--- src/rtl/fetch_pkg.sv ---
// rtl/fetch_pkg.sv - shared constants, state encoding and lane slicing helper for the fetch stage
`ifndef FETCH_PKG_SV
`define FETCH_PKG_SV

// Part-select of lane `lane` in a flat bus whose lanes are `width` bits wide.
`define FETCH_LANE(lane, width) ((lane)*(width)) +: (width)

package fetch_pkg;
    localparam int INST_W  = 32;
    localparam int PC_STEP = 4;

    typedef enum logic {
        FS_BOOT = 1'b0,
        FS_RUN  = 1'b1
    } fetch_state_t;
endpackage

`endif

--- src/rtl/fetch_stage_mw_pc_gen.sv ---
// rtl/fetch_stage_mw_pc_gen.sv - fetch PC generator: PC/pending-redirect registers, BOOT/RUN FSM, fetch_pc mux
// Ports:
//   CLK, RST_N     clock, asynchronous active-low reset
//   ex_setPC/ex_PC redirect request and target from EX
//   out_ready      decode accepts the current bundle
//   out_valid      bundle valid (RUN state)
//   fetch_pc       byte address of lane 0 of the current bundle
module fetch_pc_gen
    import fetch_pkg::*;
#(
    parameter int          ISSUE_W  = 2,
    parameter logic [31:0] RESET_PC = 32'h0
) (
    input  logic        CLK,
    input  logic        RST_N,
    input  logic        ex_setPC,
    input  logic [31:0] ex_PC,
    input  logic        out_ready,
    output logic        out_valid,
    output logic [31:0] fetch_pc
);
    localparam logic [31:0] BUNDLE_BYTES = 32'(PC_STEP * ISSUE_W);

    fetch_state_t r_state;
    fetch_state_t w_state_nxt;
    logic [31:0]  r_pc;
    logic [31:0]  w_pc_nxt;
    logic         r_redir_pend;
    logic         w_redir_pend_nxt;
    logic [31:0]  r_redir_pc;
    logic [31:0]  w_redir_pc_nxt;
    logic [31:0]  w_ex_target;

    assign w_ex_target = {ex_PC[31:2], 2'b00};

    // A live redirect beats a latched one, which beats the sequential PC.
    assign fetch_pc  = ex_setPC ? w_ex_target : (r_redir_pend ? r_redir_pc : r_pc);
    assign out_valid = (r_state == FS_RUN);

    always_ff @(posedge CLK or negedge RST_N) begin
        if (!RST_N) begin
            r_state      <= FS_BOOT;
            r_pc         <= RESET_PC;
            r_redir_pend <= 1'b0;
            r_redir_pc   <= 32'h0;
        end else begin
            r_state      <= w_state_nxt;
            r_pc         <= w_pc_nxt;
            r_redir_pend <= w_redir_pend_nxt;
            r_redir_pc   <= w_redir_pc_nxt;
        end
    end

    always_comb begin
        w_state_nxt      = r_state;
        w_pc_nxt         = r_pc;
        w_redir_pend_nxt = r_redir_pend;
        w_redir_pc_nxt   = r_redir_pc;
        case (r_state)
            FS_BOOT: begin
                w_state_nxt = FS_RUN;
                if (ex_setPC) begin
                    w_redir_pend_nxt = 1'b1;
                    w_redir_pc_nxt   = w_ex_target;
                end
            end
            FS_RUN: begin
                if (out_ready) begin
                    w_pc_nxt         = fetch_pc + BUNDLE_BYTES;
                    w_redir_pend_nxt = 1'b0;
                end else if (ex_setPC) begin
                    // Held so the stalled bundle keeps showing the newest target.
                    w_redir_pend_nxt = 1'b1;
                    w_redir_pc_nxt   = w_ex_target;
                end
            end
            default: w_state_nxt = FS_BOOT;
        endcase
    end
endmodule

--- src/rtl/fetch_stage_mw.sv ---
// rtl/fetch_stage_mw.sv - multi-issue instruction fetch with decode backpressure and perf counters
// Ports:
//   CLK, RST_N     clock, asynchronous active-low reset
//   ROM_A          lane i IMem word index at [i*ROM_AW +: ROM_AW]
//   ROM_RD         lane i IMem read data at [i*32 +: 32]
//   ex_setPC/ex_PC redirect request and target
//   out_ready      decode accepts bundle
//   out_valid      bundle valid
//   out_PC         lane i: address following lane i
//   out_inst       lane i instruction
//   perf_fetch     bundles accepted
//   perf_stall     cycles stalled by decode
//   perf_redir     redirects seen
module fetch_stage_mw
    import fetch_pkg::*;
#(
    parameter int          ISSUE_W  = 2,
    parameter int          ROM_AW   = 6,
    parameter logic [31:0] RESET_PC = 32'h0,
    parameter int          CNT_W    = 32
) (
    input  logic                      CLK,
    input  logic                      RST_N,
    output logic [ISSUE_W*ROM_AW-1:0] ROM_A,
    input  logic [ISSUE_W*INST_W-1:0] ROM_RD,
    input  logic                      ex_setPC,
    input  logic [31:0]               ex_PC,
    input  logic                      out_ready,
    output logic                      out_valid,
    output logic [ISSUE_W*32-1:0]     out_PC,
    output logic [ISSUE_W*INST_W-1:0] out_inst,
    output logic [CNT_W-1:0]          perf_fetch,
    output logic [CNT_W-1:0]          perf_stall,
    output logic [CNT_W-1:0]          perf_redir
);
    logic [31:0]      w_fetch_pc;
    logic [ROM_AW-1:0] w_base_idx;
    logic [CNT_W-1:0] r_perf_fetch;
    logic [CNT_W-1:0] r_perf_stall;
    logic [CNT_W-1:0] r_perf_redir;

    fetch_pc_gen #(
        .ISSUE_W  (ISSUE_W),
        .RESET_PC (RESET_PC)
    ) u_pc_gen (
        .CLK       (CLK),
        .RST_N     (RST_N),
        .ex_setPC  (ex_setPC),
        .ex_PC     (ex_PC),
        .out_ready (out_ready),
        .out_valid (out_valid),
        .fetch_pc  (w_fetch_pc)
    );

    assign w_base_idx = w_fetch_pc[ROM_AW+1:2];

    for (genvar i = 0; i < ISSUE_W; i++) begin : g_lane
        // Index arithmetic is ROM_AW bits wide so each lane wraps on its own.
        assign ROM_A[`FETCH_LANE(i, ROM_AW)]  = w_base_idx + ROM_AW'(i);
        assign out_PC[`FETCH_LANE(i, 32)]     = w_fetch_pc + 32'(PC_STEP * (i + 1));
        assign out_inst[`FETCH_LANE(i, INST_W)] = ROM_RD[`FETCH_LANE(i, INST_W)];
    end

    always_ff @(posedge CLK or negedge RST_N) begin
        if (!RST_N) begin
            r_perf_fetch <= '0;
            r_perf_stall <= '0;
            r_perf_redir <= '0;
        end else begin
            if (out_valid && out_ready) begin
                r_perf_fetch <= r_perf_fetch + 1'b1;
            end
            if (out_valid && !out_ready) begin
                r_perf_stall <= r_perf_stall + 1'b1;
            end
            if (ex_setPC) begin
                r_perf_redir <= r_perf_redir + 1'b1;
            end
        end
    end

    assign perf_fetch = r_perf_fetch;
    assign perf_stall = r_perf_stall;
    assign perf_redir = r_perf_redir;
endmodule

--- config.mk ---
export PLATFORM = sky130hd
export DESIGN_NAME = fetch_stage_mw
export DESIGN_NICKNAME = d
export VERILOG_FILES = /design/src/rtl/fetch_pkg.sv /design/src/rtl/fetch_stage_mw_pc_gen.sv /design/src/rtl/fetch_stage_mw.sv
export SDC_FILE = /design/constraint.sdc
export NUM_CORES = 1
export LEC_CHECK = 0
export BUFFER_PORTS_ARGS = -buffer_cell sky130_fd_sc_hd__buf_2
export CORE_ASPECT_RATIO = 0.6
export CORE_MARGIN = 4
export CORE_UTILIZATION = 30
export CTS_CLUSTER_DIAMETER = 120
export DETAILED_ROUTE_END_ITERATION = 16
export PLACE_DENSITY = 0.54
export SYNTH_ARGS = -nofsm -noshare
export SYNTH_HDL_FRONTEND = slang
export SYNTH_SLANG_ARGS = --single-unit
--- constraint.sdc ---
create_clock -name CLK -period 2.54 [get_ports CLK]
set_input_delay 0.127 -clock CLK [delete_from_list [all_inputs] [get_ports CLK]]
set_output_delay 0.127 -clock CLK [all_outputs]
set_load 0.01 [all_outputs]
==> metrics, run 1 <==
outcome=finished, violations left; failing checks=negative setup slack; Post-synth EDFFs=0; fill count=2810; pin count of the biggest net entering global routing=56; Max Buffers Root-to-Sink=2; n_diodes=0; sequential power share=between 30% and 40%; NetSw=roughly 2.6 mW; Die Wd=between 200 and 250 µm; synth top area cells=dfrtp_1 (44%), xnor2_1 (9.5%), mux2_2 (6.7%); period utilization=124%; Sw Ratio=a little under a third; Post-Route WL=28600 µm; max frequency=0.317 GHz; number of synthesized register bits=160; Setup Viol. Count Final=57; Total GRT Usage=17.1%; Crit Path Class=register to output pin; total power=8.33 mW; most common cell after layout, fill and taps aside=buf_2; Hold Slack=approximately 0.11 ns; I/O pins=roughly 340; actual slew at the worst max-slew pin=0.579 ns; wire length per cell=17.8 µm; CTS sink count=160; leakage power=approximately 6.2 nW; H-Tree Depth=4; Core ar.=29200 µm²; antenna violations before repair=0; Cell Rows=48; MaxCap Viol Count=0; Port Buffers=206; Final Skew=0.0100 ns; DIE AREA=roughly 33000 µm²; clk root buf=clkbuf_16; ys flop type=dfrtp_1; Die Y=142 µm; first-pass GRT wire length=44300 µm; Logic pwr share=between 20% and 30%; Worst Setup End Kind=output pin; relative slew slack=between 60% and 70%; Worst path max stage delay=0.57 ns; Clock transition at path regs=around 0.060 ns; layout cell share with drive strength beyond 1=49.0%; final net count=1302; Synth Instances=874; Data arrival, critical path=3.03 ns; Syn. warnings=0; CP max FO=16; crit-path cells=buf_12 > buf_4 > mux2i_1 > o21a_1 > or4_4 > or4b_4 > nor3_4 > xnor2_1 > buf_2; pre-CTS WS=-0.225 ns; post-synth cell types=56; net count after synthesis=980; final hold vios=0; Clk network pwr share=33.0%; Cell Int Power=~5.7 mW; via density per instance=4.76; commonest cells after routing, fill and taps aside=buf_2 (190), dfrtp_1 (160), buf_4 (132); delay-heaviest family, CP=simple AND/OR/NAND/NOR gates; RSZ-0062 raised after global routing=true; pwr dens=629 nW/µm²; Slowest-stage cell, CP=or4b_4; Multi-input gate area=5180 µm²; Layout area overhead=46.8%; Startpoint Class=register; minimum clock period=~3.2 ns; Post-DRT Antenna Nets=0; vias in the first global route=7682; FF/Latch Area=between 4000 and 5000 µm²; Post-Syn Area=9010 µm²; design area=roughly 13000 µm²; CTS tree=yes; DP Area=approximately 11000 µm²; fin worst setup slack=-0.618 ns; Yosys top cell by area=dfrtp_1; total congestion overflow=0; initial core utilization=30.9%; post-detail-place hpwl=20900 µm; via count=7664; Hold WC Path Type=primary input to register; Synth top area share=44.4%; DR iter-0 viols=430; Seq/Total Area, Yosys=44.4%; total CTS buffers=17; Worst EP required=2.41 ns; ys async rst share=100%; post-synthesis average cell area=10.3 µm²; GPL Wtd Cong=0.850; maximum vdd ir drop=0.416 mV; Final Max Slew Viols=0; worst skew pair latency=0.44 ns; detailed-router iteration count before antenna repair=5; WP buf/inv=3; DRC viols=0
final cells by class:
type | instances | area share [%]
inverter | 9 | 0.255
clock inverter | 11 | 1.17
clock buffer | 21 | 3.48
sequential | 160 | 30.3
timing repair buffer | 405 | 21.9
multi-input combinational | 603 | 39.1
tap | 400 | 3.78
power by group through the flow:
stage               combinational (mW)  clock, mW  sequential (mW)
finish                            2.44       2.75             3.14
global route                      2.65       2.94             3.19
CTS                               2.26       2.82             3.13
detailed placement                2.06          0             3.17
global placement                  2.04          0             3.18
floorplan                         1.16          0             3.17
flip-flops by register name, summed over array words and instances (netlist names):
register and count:
perf_redir 32, perf_fetch 32, u_pc_gen.r_pc 32, u_pc_gen.r_redir_pc 30, perf_stall 32, u_pc_gen.out_valid 1
u_pc_gen.r_redir_pend 1
synth_stat cells (2+ instances only):
cell and n:
or4_1 5, nand2_1 86, o21ai_1 5, nor2_1 47, xnor2_1 98, or3_1 8
dfrtp_1 160, o31ai_1 5, xor2_1 37, ha_1 6, and4_1 7, mux2i_1 26
nor3_1 14, a31oi_1 12, buf_2 4, or2_2 4, clkbuf_1 15, o211ai_1 2
and2_1 6, nand2b_1 3, nand4_1 43, buf_6 3, o21ai_0 21, o31a_1 3
nand4b_1 3, nand3b_1 2, mux2_2 54, and3_1 16, nor4_1 12, a211o_1 2
o21a_1 20, inv_1 9, nor2b_1 4, buf_4 78, nand3_1 33
cells by family (layout without fill, tap and decap cells):
group / after synthesis / in the layout / synth area share [%]
simple gates: 305 / 305 / 17.9
flops: 160 / 160 / 44.4
xor+xnor: 135 / 135 / 13.1
buf+inv: 111 / 446 / 8.22
mux: 83 / 83 / 10.2
compound gates: 73 / 73 / 5.26
fa+ha+maj: 6 / 6 / 0.833
other cells: 1 / 1 / 0.0416
metrics by stage:
step / cells / TNS (ns) / util (%)
floorplan: 874 / -1.93 / -
global placement: 1516 / -3.98 / 38.0
detailed placement: 1516 / -4.76 / 38.0
CTS: 1594 / -20.00 / 43.2
global route: 1609 / -25.62 / 45.3
finish: 1609 / -18.82 / 45.3
final timing paths:
kind | start | end | slack, ns | depth (start not counted)
max reg2reg | u_pc_gen.r_redir_pend | u_pc_gen.r_pc[31] | -0.49 | 14
max in group asynchronous | RST_N | u_pc_gen.r_redir_pend | 1.62 | 3
max | u_pc_gen.r_redir_pend | out_PC[62] | -0.62 | 9
min in group asynchronous | RST_N | u_pc_gen.r_redir_pc[21] | 0.23 | 2
min reg2reg | perf_fetch[31] | perf_fetch[31] | 0.47 | 1
min | out_ready | perf_stall[0] | 0.11 | 3
what timing repair did:
action	4_1_cts	5_1_grt
gates resized for setup	104	98
endpoints found under the setup margin	67	71
buffers inserted	15	15
hold endpoints to repair	82	0
hold buffers	31	0
pin swaps	20	24
routing by layer:
metal / global-route usage (%) / share of wire [%] / vias up
met3: 5.44 / 5.9 / 17
met4: 3.36 / 1.2 / 0
met5: 0 / 0 / -
met1: 25.8 / 50 / 3791
li1: - / - / 3633
met2: 24.1 / 43 / 223
worst min-delay path, cell delays in order:
cell,delay (ns)
buf_2,0.14
nor2b_1,0.10
xor2_1,0.13
No activity file was read; power rests on OpenSTA's default activity.
==> run 2: changes to the inputs <==
--- a/config.mk
+++ b/config.mk
@@ -11,7 +11,7 @@
 export CORE_UTILIZATION = 30
 export CTS_CLUSTER_DIAMETER = 120
 export DETAILED_ROUTE_END_ITERATION = 16
-export PLACE_DENSITY = 0.54
+export PLACE_DENSITY = 0.52
 export SYNTH_ARGS = -nofsm -noshare
 export SYNTH_HDL_FRONTEND = slang
 export SYNTH_SLANG_ARGS = --single-unit
==> constraint.sdc (replaced) <==
create_clock -name CLK -period 4 [get_ports CLK]
set_input_delay 0.2 -clock CLK [delete_from_list [all_inputs] [get_ports CLK]]
set_output_delay 0.2 -clock CLK [all_outputs]
set_load 0.01 [all_outputs]
==> run 2 against run 1 <==
Net effect: the run now ends clean; worst hold slack lost 0.090 ns; die area is the same; via count shrank 9.2%; sequential cell count is the same; global-route usage shrank 1.2 points; critical path depth grew 2; wire length shrank 9.5%; clock power shrank 40%; cell area shrank 19%; count of clock-buffer cells in the layout is the same; utilization shrank 8.6 points; final cell count shrank 11%; largest cell class unchanged; largest power group unchanged.
==> metrics, run 2 (synthesis gave the netlist of run 1 again) <==
outcome=finished clean (was finished, violations left); GPL Wtd Cong=0.812 (was 0.850); final hold vios=0 (unchanged); pre-CTS WS=0.558 ns (was -0.225 ns); commonest cells after routing, fill and taps aside=buf_2 (205), dfrtp_1 (160), xnor2_1 (98) (was buf_2 (190), dfrtp_1 (160), buf_4 (132)); Core ar.=29200 µm² (unchanged); Startpoint Class=register (unchanged); CTS sink count=160 (unchanged); Data arrival, critical path=3.60 ns (was 3.03 ns); H-Tree Depth=4 (unchanged); period utilization=95.1%; Cell Rows=48 (unchanged); Worst EP required=3.80 ns (was 2.41 ns); Port Buffers=206 (unchanged); Die Wd=232 µm (unchanged); Final Skew=0.0152 ns (was 0.0100 ns); layout cell share with drive strength beyond 1=30.7% (was 49.0%); setup tns final=0 ns (was -18.82 ns); design area=10700 µm² (was 13200 µm²); first-pass GRT wire length=40800 µm (was 44300 µm); Clock transition at path regs=0.07 ns (was 0.06 ns); FF/Latch Area=4000 µm² (unchanged); most common cell after layout, fill and taps aside=buf_2 (unchanged); clk root buf=clkbuf_16 (unchanged); fin worst setup slack=0.197 ns (was -0.618 ns); leakage power=4.96 nW (was 6.18 nW); GR peak layer=met1 (unchanged); DR iter-0 viols=404 (was 430); total CTS buffers=17 (unchanged); via density per instance=4.83 (was 4.76); Max Buffers Root-to-Sink=2 (unchanged); pin count of the biggest net entering global routing=92 (was 56); pwr dens=442 nW/µm² (was 629 nW/µm²); post-detail-place hpwl=19100 µm (was 20900 µm); fill count=2992 (was 2810); Final Max Slew Viols=0 (unchanged); Inst Count DP=1393 (was 1516); Die Y=142 µm (unchanged); actual slew at the worst max-slew pin=0.890 ns (was 0.579 ns); grt met3 use=4.72% (was 5.44%); Layout area overhead=19.1% (was 46.8%); Worst Setup End Kind=output pin (unchanged); total power=4.74 mW (was 8.33 mW); RSZ-0062 raised after global routing=false (was true); Post-DRT Antenna Nets=0 (unchanged); via count=6958 (was 7664); antenna violations before repair=1 (was 0); Post-Route WL=25900 µm (was 28600 µm); max frequency=between 0.2 and 0.3 GHz; I/O pins=337 (unchanged); Multi-input gate area=4270 µm² (was 5180 µm²); Setup Viol. Count Final=0 (was 57); worst skew pair latency=0.44 ns (about the same); Non-Filler Instances=1440 (was 1609); Hold WC Path Type=primary input to register (unchanged); met2 Usage GRT=22.4% (was 24.1%); DP Area=9990 µm² (was 11100 µm²); Hold Slack=0.0183 ns (was 0.108 ns); CTS tree=yes (unchanged); DIE AREA=33000 µm² (unchanged); maximum vdd ir drop=0.239 mV (was 0.416 mV); relative slew slack=40.7% (was 61.0%); Total GRT Usage=15.9% (was 17.1%); DRC viols=0 (unchanged); total congestion overflow=0 (unchanged); met1 usage=23.6% (was 25.8%); final net count=1134 (was 1302); vias in the first global route=6772 (was 7682); initial core utilization=30.9% (unchanged); wire length per cell=18.0 µm (was 17.8 µm); fin util=36.8% (was 45.3%); minimum clock period=3.80 ns; CP max FO=29 (was 16); Crit Path Class=register to output pin (unchanged); MaxCap Viol Count=0 (unchanged); detailed-router iteration count before antenna repair=5 (unchanged)
-- run 2: cell types whose count changed in the layout (fill, tap and decap cells not counted), moves of 9 or more --
cell	previous run	this run
buf_6	45	1
o21ai_0	10	21
xnor2_2	15	0
dlygate4sd3_1	31	16
nor2_1	38	47
xnor2_1	81	98
buf_2	190	205
nand2_1	70	86
nor3_1	5	14
buf_4	132	12
-- run 2: critical path, stage by stage, from the launching register on --
cell	delay (ns)
dfrtp_1	0.48
buf_12	0.26
mux2i_1	0.11
o21a_1	0.19
inv_1	0.21
ha_1	0.23
o211ai_1	0.15
nor4_2	0.24
nand3_1	0.45
nor3_1	0.37
xnor2_1	0.22
buf_2	0.20
-- run 2: timing repair --
action / CTS / global route
hold endpoints to repair: 105 / 0
hold buffers: 16 / 0
setup endpoints to repair: 0 / 5
resized for setup: 0 / 1
setup buffers: 0 / 0
-- run 2: final timing paths --
| path | start | endpoint | slack (ns) | depth (start not counted) |
|---|---|---|---|---|
| min in group asynchronous | RST_N | perf_redir[12] | 0.42 | 2 |
| worst min register to register | perf_stall[31] | perf_stall[31] | 0.46 | 1 |
| worst max register to register | u_pc_gen.r_redir_pend | u_pc_gen.r_pc[27] | 0.85 | 8 |
| max in group asynchronous | RST_N | perf_stall[2] | 2.65 | 3 |
| worst min-delay path | ex_PC[30] | u_pc_gen.r_redir_pc[30] | 0.02 | 2 |
| worst max-delay path | u_pc_gen.r_redir_pend | out_PC[26] | 0.20 | 11 |
-- run 2: power by group --
group	leakage, nW	total [mW]	internal (mW)	switching (mW)
sequential	2.06	1.99	1.81	0.174
clock	0.276	1.64	0.946	0.690
combinational	2.63	1.12	0.483	0.635
total	4.96	4.74	3.24	1.50
-- run 2: layout make-up --
class	instances	area share [%]
multi-input combinational	603	39.8
antenna	1	0.0233
clock inverter	9	1.00
sequential	160	37.3
clock buffer	21	4.29
timing repair buffer	237	12.6
tap	400	4.67
inverter	9	0.315
-- run 2: routing by layer --
layer | part of all wire (%) | vias up
li1 | - | 3290
met1 | 52 | 3425
met2 | 41 | 220
met3 | 5.7 | 23
met4 | 1.6 | 0
met5 | 0 | -
==> run 3: changes to the inputs <==
--- a/config.mk
+++ b/config.mk
@@ -12,6 +12,7 @@
 export CTS_CLUSTER_DIAMETER = 120
 export DETAILED_ROUTE_END_ITERATION = 16
 export PLACE_DENSITY = 0.52
+export RECOVER_POWER = 50
 export SYNTH_ARGS = -nofsm -noshare
 export SYNTH_HDL_FRONTEND = slang
 export SYNTH_SLANG_ARGS = --single-unit
==> run 3 against run 2 <==
Net effect: critical path type unchanged; total power down 0.58%; final cell count unchanged; via count down 0.24%; the run now ends with max-capacitance violations, max-slew violations left; fmax down 0.24%; die area unchanged; largest power group unchanged; highest routed layer unchanged.
==> metrics, run 3 (synthesis gave the netlist of run 1 again) <==
setup tns final=0 ns (unchanged); I/O pins=337 (unchanged); Die Wd=232 µm (unchanged); Clock transition at path regs=0.07 ns (about the same); DRC viols=0 (unchanged); Total GRT Usage=15.9% (unchanged); wire length per cell=18.0 µm (about the same); Max Buffers Root-to-Sink=2 (unchanged); worst skew pair latency=0.44 ns (about the same); via count=6941 (was 6958); Worst Setup End Kind=output pin (unchanged); Multi-input gate area=4270 µm² (unchanged); pin count of the biggest net entering global routing=92 (unchanged); Clk network pwr share=34.8% (was 34.5%); Core ar.=29200 µm² (unchanged); final hold vios=0 (unchanged); fin worst setup slack=0.188 ns (was 0.197 ns); post-detail-place hpwl=19100 µm (unchanged); FF/Latch Area=4000 µm² (unchanged); CP max FO=29 (unchanged); max frequency=0.262 GHz (was 0.263 GHz); DR iter-0 viols=457 (was 404); fill count=3028 (was 2992); leakage power=4.55 nW (was 4.96 nW); H-Tree Depth=4 (unchanged); total congestion overflow=0 (unchanged); GPL Wtd Cong=0.812 (unchanged); Worst EP required=3.80 ns (about the same); Sw Ratio=31.8% (was 31.6%); RSZ-0062 raised after global routing=false (unchanged); total CTS buffers=17 (unchanged); Data arrival, critical path=3.61 ns (was 3.60 ns); CTS sink count=160 (unchanged); clk root buf=clkbuf_16 (unchanged); Crit Path Class=register to output pin (unchanged); DIE AREA=33000 µm² (unchanged); most common cell after layout, fill and taps aside=dfrtp_1 (was buf_2); vias in the first global route=6772 (unchanged); CTS tree=yes (unchanged); maximum vdd ir drop=0.239 mV (about the same); outcome=finished, violations left (was finished clean); minimum clock period=3.81 ns (was 3.80 ns); final net count=1134 (unchanged); Logic pwr share=23.1% (was 23.6%); Layout area overhead=17.4% (was 19.1%); pre-CTS WS=0.558 ns (unchanged); actual slew at the worst max-slew pin=2.46 ns (was 0.890 ns); detailed-router iteration count before antenna repair=5 (unchanged); Hold WC Path Type=primary input to register (unchanged); via density per instance=4.82 (was 4.83); sequential power share=42.1% (was 41.9%); Startpoint Class=register (unchanged); Post-Route WL=25900 µm (about the same); failing checks=max-capacitance violations, max-slew violations; period utilization=95.3% (was 95.1%); pwr dens=445 nW/µm² (was 442 nW/µm²); Final Skew=0.0147 ns (was 0.0152 ns); NetSw=1.50 mW (about the same); layout cell share with drive strength beyond 1=21.2% (was 30.7%); MaxCap Viol Count=2 (was 0); relative slew slack=-63.9% (was 40.7%); commonest cells after routing, fill and taps aside=dfrtp_1 (160), buf_2 (108), clkbuf_1 (101) (was buf_2 (205), dfrtp_1 (160), xnor2_1 (98)); initial core utilization=30.9% (unchanged); Die Y=142 µm (unchanged); Final Max Slew Viols=137 (was 0); antenna violations before repair=1 (unchanged); Cell Rows=48 (unchanged); Port Buffers=206 (unchanged); Cell Int Power=3.22 mW (was 3.24 mW); first-pass GRT wire length=40800 µm (unchanged); Post-DRT Antenna Nets=0 (unchanged); Setup Viol. Count Final=0 (unchanged)
run 3: stage by stage:
step | hold WS, ns | cells | utilization, % | instance area, µm² | total power [mW]
2_1_floorplan | -0.0956 | 874 | - | 9010 | 2.72
3_3_place_gp | 0.345 | 1393 | 34.2 | 9990 | 3.11
3_5_place_dp | 0.342 | 1393 | 34.2 | 9990 | 3.12
4_1_cts | 0.00167 | 1439 | 36.7 | 10700 | 4.81
5_1_grt | 0.0000427 | 1439 | 36.2 | 10600 | 4.98
6_report | 0.0191 | 1440 | 36.2 | 10600 | 4.71
run 3: power by group through the flow:
stage	clock, mW	combinational (mW)	sequential, mW
after floorplan	0	0.711	2.01
after global placement	0	1.10	2.01
after detailed placement	0	1.11	2.01
after CTS	1.70	1.13	1.98
after global routing	1.77	1.20	2.02
final	1.64	1.09	1.99
run 3: metal layers:
| metal | vias up | global-route usage, % | wire length (µm) |
|---|---|---|---|
| met5 | - | 0 | 0 |
| met4 | 0 | 4.56 | 417 |
| met3 | 24 | 4.72 | 1520 |
| met2 | 209 | 22.4 | 10700 |
| met1 | 3414 | 23.6 | 13200 |
| li1 | 3294 | - | - |
run 3: path summary, 6_finish.rpt:
kind	slack, ns	depth (start not counted)	endpoint	startpoint
setup / recovery	0.19	11	out_PC[26]	u_pc_gen.r_redir_pend
hold / removal	0.02	2	u_pc_gen.r_redir_pc[30]	ex_PC[30]
setup reg to reg	0.81	7	u_pc_gen.r_pc[30]	u_pc_gen.r_redir_pend
hold reg to reg	0.46	1	perf_stall[31]	perf_stall[31]
max in group asynchronous	0.77	3	perf_stall[2]	RST_N
min in group asynchronous	1.00	2	perf_redir[30]	RST_N
run 3: area by class of cell:
| cell class | count | share of cell area [%] |
|---|---|---|
| well taps | 400 | 4.73 |
| multi-input cells | 603 | 40.4 |
| repair buffers | 237 | 11.3 |
| diodes | 1 | 0.0237 |
| flip-flops and latches | 160 | 37.8 |
| inverters | 9 | 0.319 |
| clock inverters | 9 | 1.02 |
| clock buffers | 21 | 4.35 |
run 3: worst max-delay path: stages (launching register included):
cell and delay, ns:
dfrtp_1 0.48, buf_12 0.26, mux2i_1 0.11, o21a_1 0.19, inv_1 0.21, ha_1 0.23
o211ai_1 0.15, nor4_2 0.24, nand3_1 0.45, nor3_1 0.38, xnor2_1 0.22, buf_2 0.20
run 3: timing repair:
| item | CTS | global route |
|---|---|---|
| hold buffers | 16 | 0 |
| gates resized for setup | 0 | 1 |
| setup endpoints to repair | 0 | 5 |
| endpoints found under the hold margin | 105 | 0 |
| setup buffers | 0 | 0 |
